## config.mk

```make
export PLATFORM = sky130hd
export DESIGN_NAME = debug_controller
export DESIGN_NICKNAME = d
export VERILOG_FILES = /design/src/rtl/debug_controller_pkg.sv /design/src/rtl/debug_controller_inst.sv /design/src/rtl/debug_controller.sv
export SDC_FILE = /design/constraint.sdc
export NUM_CORES = 1
export LEC_CHECK = 0
export ABC_AREA = 1
export BUFFER_PORTS_ARGS = -buffer_cell sky130_fd_sc_hd__buf_2
export CAP_MARGIN = 20
export CELL_PAD_IN_SITES_DETAIL_PLACEMENT = 1
export CELL_PAD_IN_SITES_GLOBAL_PLACEMENT = 2
export CORE_ASPECT_RATIO = 0.9
export CORE_MARGIN = 1
export CORE_UTILIZATION = 30
export DETAILED_ROUTE_END_ITERATION = 6
export GPL_ROUTABILITY_DRIVEN = 0
export PLACE_DENSITY_LB_ADDON = 0.2
export REMOVE_ABC_BUFFERS = 1
export SLEW_MARGIN = 10
export SYNTH_ARGS = -nofsm -noshare
export SYNTH_HDL_FRONTEND = slang
export SYNTH_SLANG_ARGS = --single-unit
export TNS_END_PERCENT = 10
```

## constraint.sdc

```tcl
create_clock -name clk -period 4.2 [get_ports clk]
set_clock_uncertainty 0.05 [all_clocks]
set_input_delay 0.21 -clock clk [delete_from_list [all_inputs] [get_ports clk]]
set_output_delay 0.21 -clock clk [all_outputs]
set_load 0.02 [all_outputs]
```

## src/rtl/debug_controller_pkg.sv

```systemverilog
// Shared command opcodes, default widths and FSM state type for the MIPS debug unit.
package debug_controller_pkg;

    localparam int DEF_UART_BITS        = 8;
    localparam int DEF_INSTRUCTION_BITS = 32;
    localparam int DEF_INST_ADDRS_BITS  = 8;
    localparam int DEF_CLK_COUNT_BITS   = 8;

    localparam logic [7:0] CMD_LOAD  = 8'h01;
    localparam logic [7:0] CMD_RUN   = 8'h02;
    localparam logic [7:0] CMD_STEP  = 8'h03;
    localparam logic [7:0] CMD_RESET = 8'h04;

    typedef enum logic [2:0] {
        IDLE       = 3'd0,
        LOAD_COUNT = 3'd1,
        LOAD_BYTES = 3'd2,
        LOAD_WRITE = 3'd3,
        RUN        = 3'd4,
        STEP       = 3'd5,
        SEND_START = 3'd6,
        SEND_WAIT  = 3'd7
    } dbg_state_t;

endpackage

```

## src/rtl/debug_controller_inst.sv

```systemverilog
// Big-endian byte-to-word assembler: first byte lands in the most significant lane.
module inst_assembler
    import debug_controller_pkg::*;
#(
    parameter int UART_BITS = DEF_UART_BITS,
    parameter int WORD_BITS = DEF_INSTRUCTION_BITS
) (
    input  logic                 clk,
    input  logic                 rst,
    input  logic                 clear,
    input  logic                 byte_valid,
    input  logic [UART_BITS-1:0] byte_data,
    output logic [WORD_BITS-1:0] word,
    output logic                 word_ready
);
    localparam int BYTES = WORD_BITS / UART_BITS;
    localparam int CNT_W = (BYTES > 1) ? $clog2(BYTES) : 1;

    // Only the bytes already received are held; the last byte is forwarded straight through
    // so the word is usable in the same cycle as its final byte.
    logic [WORD_BITS-UART_BITS-1:0] shift_reg;
    logic [CNT_W-1:0]               count_reg;

    assign word       = {shift_reg, byte_data};
    assign word_ready = byte_valid && (count_reg == CNT_W'(BYTES - 1));

    always_ff @(posedge clk) begin
        if (rst || clear) begin
            shift_reg <= '0;
            count_reg <= '0;
        end else if (byte_valid) begin
            shift_reg <= word[WORD_BITS-UART_BITS-1:0];
            count_reg <= word_ready ? '0 : count_reg + 1'b1;
        end
    end

endmodule

```

## src/rtl/debug_controller.sv

```systemverilog
// Debug-unit sequencer: decodes UART commands, loads instruction memory, runs/steps the
// pipeline with a saturating cycle counter and hands off to the data-dump FSM.
module debug_controller
    import debug_controller_pkg::*;
#(
    parameter int UART_BITS        = DEF_UART_BITS,
    parameter int INSTRUCTION_BITS = DEF_INSTRUCTION_BITS,
    parameter int INST_ADDRS_BITS  = DEF_INST_ADDRS_BITS,
    parameter int CLK_COUNT_BITS   = DEF_CLK_COUNT_BITS
) (
    input  logic                        clk,
    input  logic                        rst,
    input  logic                        i_rx_done,
    input  logic [UART_BITS-1:0]        i_rx_data,
    input  logic                        i_halt,
    input  logic                        i_send_done,
    output logic                        o_send_start,
    output logic                        o_proc_enable,
    output logic                        o_proc_reset,
    output logic                        o_inst_write,
    output logic [INST_ADDRS_BITS-1:0]  o_inst_address,
    output logic [INSTRUCTION_BITS-1:0] o_inst_data,
    output logic [CLK_COUNT_BITS-1:0]   o_clk_count,
    output logic                        o_busy
);
    dbg_state_t                  state_reg;
    logic [INST_ADDRS_BITS-1:0]  word_count_reg;
    logic [INST_ADDRS_BITS-1:0]  index_reg;
    logic                        last_reg;
    logic                        halted_reg;
    logic                        send_start_reg;
    logic                        proc_enable_reg;
    logic                        proc_reset_reg;
    logic                        inst_write_reg;
    logic [INST_ADDRS_BITS-1:0]  inst_address_reg;
    logic [INSTRUCTION_BITS-1:0] inst_data_reg;
    logic [CLK_COUNT_BITS-1:0]   clk_count_reg;
    logic                        busy_reg;

    logic                        asm_valid;
    logic [INSTRUCTION_BITS-1:0] asm_word;
    logic                        asm_ready;
    logic                        is_last_word;

    assign asm_valid    = i_rx_done && (state_reg == LOAD_BYTES);
    // Word count 0 means a full memory: the index wraps back to 0 after the last address.
    assign is_last_word = (INST_ADDRS_BITS'(index_reg + 1'b1) == word_count_reg);

    inst_assembler #(
        .UART_BITS(UART_BITS),
        .WORD_BITS(INSTRUCTION_BITS)
    ) u_inst_assembler (
        .clk       (clk),
        .rst       (rst),
        .clear     (state_reg == LOAD_COUNT),
        .byte_valid(asm_valid),
        .byte_data (i_rx_data),
        .word      (asm_word),
        .word_ready(asm_ready)
    );

    always_ff @(posedge clk) begin
        if (rst) begin
            state_reg        <= IDLE;
            word_count_reg   <= '0;
            index_reg        <= '0;
            last_reg         <= 1'b0;
            halted_reg       <= 1'b0;
            send_start_reg   <= 1'b0;
            proc_enable_reg  <= 1'b0;
            proc_reset_reg   <= 1'b0;
            inst_write_reg   <= 1'b0;
            inst_address_reg <= '0;
            inst_data_reg    <= '0;
            clk_count_reg    <= '0;
            busy_reg         <= 1'b0;
        end else begin
            send_start_reg <= 1'b0;
            proc_reset_reg <= 1'b0;
            inst_write_reg <= 1'b0;
            // Every enabled pipeline cycle is counted; later clears in this block take priority.
            if (proc_enable_reg && (clk_count_reg != '1))
                clk_count_reg <= clk_count_reg + 1'b1;

            case (state_reg)
                IDLE: begin
                    if (i_rx_done) begin
                        if (i_rx_data == UART_BITS'(CMD_LOAD)) begin
                            state_reg <= LOAD_COUNT;
                            busy_reg  <= 1'b1;
                        end else if ((i_rx_data == UART_BITS'(CMD_RUN)) ||
                                     (i_rx_data == UART_BITS'(CMD_STEP))) begin
                            busy_reg <= 1'b1;
                            if (halted_reg) begin
                                state_reg      <= SEND_START;
                                send_start_reg <= 1'b1;
                            end else begin
                                state_reg       <= (i_rx_data == UART_BITS'(CMD_RUN)) ? RUN : STEP;
                                proc_enable_reg <= 1'b1;
                            end
                        end else if (i_rx_data == UART_BITS'(CMD_RESET)) begin
                            proc_reset_reg <= 1'b1;
                            clk_count_reg  <= '0;
                            halted_reg     <= 1'b0;
                        end
                    end
                end
                LOAD_COUNT: begin
                    if (i_rx_done) begin
                        word_count_reg <= INST_ADDRS_BITS'(i_rx_data);
                        index_reg      <= '0;
                        state_reg      <= LOAD_BYTES;
                    end
                end
                LOAD_BYTES: begin
                    if (asm_ready) begin
                        inst_write_reg   <= 1'b1;
                        inst_address_reg <= index_reg;
                        inst_data_reg    <= asm_word;
                        last_reg         <= is_last_word;
                        state_reg        <= LOAD_WRITE;
                        if (is_last_word) begin
                            proc_reset_reg <= 1'b1;
                            clk_count_reg  <= '0;
                            halted_reg     <= 1'b0;
                        end
                    end
                end
                LOAD_WRITE: begin
                    index_reg <= index_reg + 1'b1;
                    if (last_reg) begin
                        state_reg <= IDLE;
                        busy_reg  <= 1'b0;
                    end else begin
                        state_reg <= LOAD_BYTES;
                    end
                end
                RUN: begin
                    if (i_halt) begin
                        halted_reg      <= 1'b1;
                        proc_enable_reg <= 1'b0;
                        send_start_reg  <= 1'b1;
                        state_reg       <= SEND_START;
                    end
                end
                STEP: begin
                    halted_reg      <= halted_reg | i_halt;
                    proc_enable_reg <= 1'b0;
                    send_start_reg  <= 1'b1;
                    state_reg       <= SEND_START;
                end
                SEND_START: begin
                    state_reg <= SEND_WAIT;
                end
                SEND_WAIT: begin
                    if (i_send_done) begin
                        state_reg <= IDLE;
                        busy_reg  <= 1'b0;
                    end
                end
                default: begin
                    state_reg       <= IDLE;
                    busy_reg        <= 1'b0;
                    proc_enable_reg <= 1'b0;
                end
            endcase
        end
    end

    assign o_send_start   = send_start_reg;
    assign o_proc_enable  = proc_enable_reg;
    assign o_proc_reset   = proc_reset_reg;
    assign o_inst_write   = inst_write_reg;
    assign o_inst_address = inst_address_reg;
    assign o_inst_data    = inst_data_reg;
    assign o_clk_count    = clk_count_reg;
    assign o_busy         = busy_reg;

endmodule

```

Word level (Yosys, flattened, before mapping) --
Index checks and enable logic that the tools add are counted.
Storage, ports and cells: flip-flop bits (word level) 100, logic and storage cells 121, output and inout port bits 53
Cells by class: bitwise gates (word level) 2, eq/ne operators 27, muxes and demuxes 56, add/sub/neg operators 3, reductions and logical operators 18
Operators by type and width (count):
- 8-bit two-way mux | 8
- 8-bit one-hot mux with 2 select lines | 2
- 1-bit two-way mux | 30
- 3-bit one-hot mux with 8 select lines | 1
- 2-bit inequality test, second input constant | 11
- 3-bit two-way mux | 7
- 8-bit by 1-bit adder with 8-bit output, second input constant | 2
- 8-bit by 2-bit equality test with 1-bit output, second input constant | 2
- 3-bit equality test, second input constant | 4
- 6-bit AND reduction | 2
- 1-bit one-hot mux with 3 select lines | 3
- 8-bit by 1-bit equality test with 1-bit output, second input constant | 1
- 8-bit by 3-bit equality test with 1-bit output, second input constant | 1
- 8-bit equality test | 1
- 8-bit inequality test, second input constant | 1
- 8-bit AND reduction | 1
- 3-bit by 2-bit equality test with 1-bit output, second input constant | 2
- 2-bit two-way mux | 3
- 2-bit AND reduction | 3
- 3-bit nonzero test | 2
- 5-bit AND reduction | 1
- 1-bit one-hot mux with 4 select lines | 1
- 4-bit nonzero test | 1
- 3-bit by 1-bit equality test with 1-bit output, second input constant | 1
- other kinds (12) | 15

Longest topological paths before layout --
word-level depth 8, mapped depth 14

Modules after synthesis --
Synthesis repeated with hierarchy kept, for this count alone.
Unflattened totals: cells, all modules 647, area, all modules 4521.8 um^2
By module, submodules not included:
- debug_controller | seq. area each 1481.4 um^2, times used 1, area each 3348.2 um^2, cells an instance 471
- inst_assembler | seq. area each 520.5 um^2, times used 1, area each 1173.6 um^2, cells an instance 176

Worst setup path after synthesis --
OpenSTA, ideal clock, no wires.
path kind register to register, from register clk_count_reg[0], in the netlist o_clk_count[0], to register clk_count_reg[0], in the netlist o_clk_count[0], clock period less this slack 1909 ps, setup slack 2291 ps, library setup time 116 ps, arrival time 1743 ps, data required time 4034 ps, cell stages (with the launch flop) 10, path through dfxtp_1 ha_1 inv_1 nor4_4 nand3_1 nand2_1 inv_2 or2_2 nand3_1 nor2_2
On the way: cells in the longest elaborated chain, start to end 8, elaborated cells on any way between the ends 11, those cells by class add/sub: 1; eq/ne: 1; mux: 8; reduce/logical: 1
RTL lines:
- start, declared | line debug_controller.sv:37 | logic [CLK_COUNT_BITS-1:0] clk_count_reg;
- start signal, assigned | line debug_controller.sv:83 | clk_count_reg <= clk_count_reg + 1'b1;
- parallel branches: the longest is 2 deep, another holds 8-bit by 1-bit adder with 8-bit output
- 8-bit two-way mux * | line debug_controller.sv:82 | if (proc_enable_reg && (clk_count_reg != '1))
- 8-bit two-way mux | line debug_controller.sv:101 | end else if (i_rx_data == UART_BITS'(CMD_RESET)) begin
- 8-bit two-way mux | line debug_controller.sv:91 | end else if ((i_rx_data == UART_BITS'(CMD_RUN)) ||
- 8-bit two-way mux | line debug_controller.sv:88 | if (i_rx_data == UART_BITS'(CMD_LOAD)) begin
- 8-bit two-way mux | line debug_controller.sv:87 | if (i_rx_done) begin
- 8-bit one-hot mux with 2 select lines * | line debug_controller.sv:85 | case (state_reg)
Every way passes the cells marked *. A chain may end at the register's enable or synchronous reset.

Worst setup path in the final report --
from register state_reg[1], to register clk_count_reg[7], in the netlist o_clk_count[7]
On the way: cells in the longest elaborated chain, start to end 5, elaborated cells on any way between the ends 6, those cells by class eq/ne: 1; mux: 2; reduce/logical: 3
RTL lines:
- start, declared | line debug_controller.sv:26 | dbg_state_t state_reg;
- start signal, assigned | line debug_controller.sv:98 | state_reg <= (i_rx_data == UART_BITS'(CMD_RUN)) ? RUN : STEP;
- 3-bit by 2-bit equality test with 1-bit output | line debug_controller.sv:45, debug_controller.sv:85
- 1-bit logical AND | line debug_controller.sv:45 | assign asm_valid = i_rx_done && (state_reg == LOAD_BYTES);
- 1-bit logical AND | line debug_controller_inst.sv:25 | assign word_ready = byte_valid && (count_reg == CNT_W'(BYTES - 1));
- 8-bit two-way mux | line debug_controller.sv:116 | if (asm_ready) begin
- 8-bit one-hot mux with 2 select lines * | line debug_controller.sv:85
Every way passes the cells marked *; elsewhere a longest branch is shown, timed or not.

==> impl_metrics.toml <==
[global_routing]
grt_pass1_wl_microns = 19100
grt_antenna_before_repair = 0
grt_pass1_vias = 3759
grt_max_degree = 63
track_usage_pct = 16.9
grt-ovfl-total = 0

[setup_path]
cp-start-kind = "flip-flop"
r2r.worst_path.cells = 10
path_common_cell = "nand3_2"
worstSetupPathType = "flip-flop to flip-flop"
r2r-start = "state_reg[1]"
critPathBufInv = 1
path_max_fanout = 20
timing.rr.end = "o_clk_count[7]"
critPathSlowestCell = "nor2_4"
path_delay_family = "simple AND/OR/NAND/NOR gates"
cp-end-kind = "flip-flop"
cp.arrival_ns = 2.91
critPathLaunch = "state_reg[1]"
r2r_slack_ns = 1.48
crit_required_ns = 4.39
path_cells = "nand3_2 -> nor2_4 -> buf_4 -> nand3_1 -> nor2_1 -> nand3_2 -> nand2_2 -> nand2_4 -> nor2_8 -> nor2_2"
critical-path-max-stage-delay_ns = 0.52

[synth]
synth_top_cell_by_area = "dfxtp_1"
synth.cell_area_sq_um = 4160
yosys.area_share.simple_pct = 25.0
synthXorXnorAreaFrac_pct = 0.843
async_flop_share_pct = 0
synth-adder-area-share_pct = 0.903
synth_top_family_by_area = "simple AND/OR/NAND/NOR gates"
ys.flop_type = "dfxtp_1"
synth_seq_cells = 100
avgSynthCellArea_sq_um = 7.53
synth_edf_count = 0
yosysTopAreaCellShare_pct = 48.1
synth-compound-area-share_pct = 18.0
yosysSeqAreaShare_pct = 48.1
synthDistinctLibCells = 36
ys_warn_count = 0
syn_inst = 552
synth_area_leaders = "dfxtp_1 48%, o21ai_0 8.5%, nand2_1 7.4%"
synth.mux.area_fraction_pct = 0

[placed_design]
dp_slack_ns = 1.41
numPortBuffers = 65
dpl.cell_count = 765
dp_hpwl_microns = 7940
postPlaceCellArea_sq_um = 4620

[timing]
finalMaxSlewViolations = 0
fin_tns_setup_ns = 0
fin_crit_sh_pct = 64.7
worst_pin_slew_ns = 0.940
fin_crit_ns = 2.72
grt_setup_unrepaired = "no"
hold_viol = 0
fmax_mhz = 368
setup_viol = 0
max-slew-margin-rel_pct = 37.1
finalWorstSetupSlack_ns = 1.48

[power]
peakVddDrop_v = 0.000224
seqPwrFrac_pct = 43.0
pwr-share-clk_pct = 33.8
power-per-cell-area_nw_per_um2 = 524
comb_power_share_pct = 23.2
leakagePower_nw = 2.16
finalPower_mw = 2.58
switching_share_pct = 34.1
internal_power_mw = 1.70
switchingPower_mw = 0.881

[drt]
firstDrtPassIters = 4
drt-vias-per-instance = 4.92
wire_per_inst_microns = 14.7
final_antenna_net_count = 0
via_count = 3842
drc = 0
first_iter_violations = 121
wirelength_microns = 11500

[clocking]
numCtsBuffers = 9
h-tree-depth = 3
cts_setup_buffers = 0
cts_tree = "yes"
cts_root_buf = "clkbuf_16"
cts_resized = 0
clock_path_buffers = 2
cts.sinks = 100
ctsHoldBuffers = 0
cts.clk_slew.worst_paths_ns = 0.07
clk_latency_ns = 0.35

[die]
rows = 40
io_pins = 66
coreArea_sq_um = 13400
die_width_microns = 126
dieHeight_microns = 114
start_util_pct = 31.0
fp.dieArea_sq_um = 14300

[finish]
drive_above_1_share_pct = 18.9
antenna_cells = 0
area_growth_syn_to_layout_pct = 18.5
stdcell_count = 781
largest_register_ffs = 32
fin_nets = 624
postLayoutCellArea_sq_um = 4930

[worst_hold_path]
hold_depth = 3
hold_path.startpoint = "i_rx_data[7]"
holdCritPathClass = "input pin to flip-flop"
hold_end = "word_count_reg[7]"

[outcome]
status = "complete, no violations"

[job]
cap_viol_max_count = 0
-- layer usage --
layer | vias up | share of wire [%] | global-route usage (%)
met1 | 1842 | 52 | 23.1
met3 | 11 | 2.8 | 2.63
met4 | 0 | 1.5 | 6.51
met5 | - | 0 | 0
li1 | 1931 | - | -
met2 | 58 | 44 | 27.0
-- kinds of logic (layout without fill, tap and decap cells) --
kind of cell	after synthesis	count (layout)
xor+xnor	4	4
fa+ha+maj	3	3
simple gates	225	225
buf+inv	77	138
flops	100	100
compound gates	143	143
-- tightest hold or removal path, stage by stage --
cell and delay [ns]:
buf_2 0.07, inv_1 0.07, a21oi_1 0.12
-- stage by stage --
| step | hold WS, ns | utilization, % |
|---|---|---|
| global placement | 0.407 | 34.4 |
| floorplan | 0.229 | - |
| global route | 0.133 | 36.7 |
| CTS | 0.116 | 36.7 |
| detailed placement | 0.406 | 34.4 |
| finish | 0.122 | 36.7 |
-- synth_stat cells (4+ instances only) --
library cell    n
inv_2           6
a21oi_1        56
nor2_1         61
nand3_1        46
dfxtp_1       100
nand2_1        82
clkbuf_1       15
o21ai_0        71
nor3_1          5
buf_2           4
nor2_2         14
inv_1          47
o21ai_1         5
-- cells in the final DEF (no fill, tap or decap), types with 2 or more instances in the layout --
cell type and count:
nor3_1 5, ha_1 3, o21ai_0 71, clkbuf_16 9, clkinv_1 2, buf_2 65, nor2_4 2, nand3_2 3
nand4_1 2, nand2_1 82, a21oi_1 56, o21bai_1 3, nand2_2 2, xor2_1 3, o211ai_1 3, o21ai_1 5
dfxtp_1 100, nor2_1 61, buf_4 2, inv_6 2, or2_2 3, inv_1 47, inv_2 6, nor2_2 14
nand3_1 46
-- power groups by stage --
stage	clock [mW]	sequential, mW	combinational, mW
5_1_grt	0.939	1.12	0.684
4_1_cts	0.901	1.11	0.608
2_1_floorplan	0	1.13	0.428
3_5_place_dp	0	1.13	0.605
3_3_place_gp	0	1.13	0.606
6_report	0.873	1.11	0.600
-- worst max-delay path by stage --
stage                                  to  cells past startpoint
after floorplan            o_clk_count[7]                     10
after global placement     o_clk_count[7]                     11
after detailed placement   o_clk_count[7]                     10
after CTS                  o_clk_count[7]                     10
after global routing      o_inst_data[13]                      6
final                      o_clk_count[7]                     10
-- cell type report --
| type | count | area, sq um |
|---|---|---|
| clock buffer | 11 | 243 |
| clock inverter | 5 | 66.3 |
| multi-input combinational | 375 | 1860 |
| sequential | 100 | 2000 |
| timing repair buffer | 67 | 340 |
| inverter | 55 | 206 |
| tap | 168 | 210 |
| fill | 1640 | 8480 |
No activity file was read; power rests on OpenSTA's default activity.
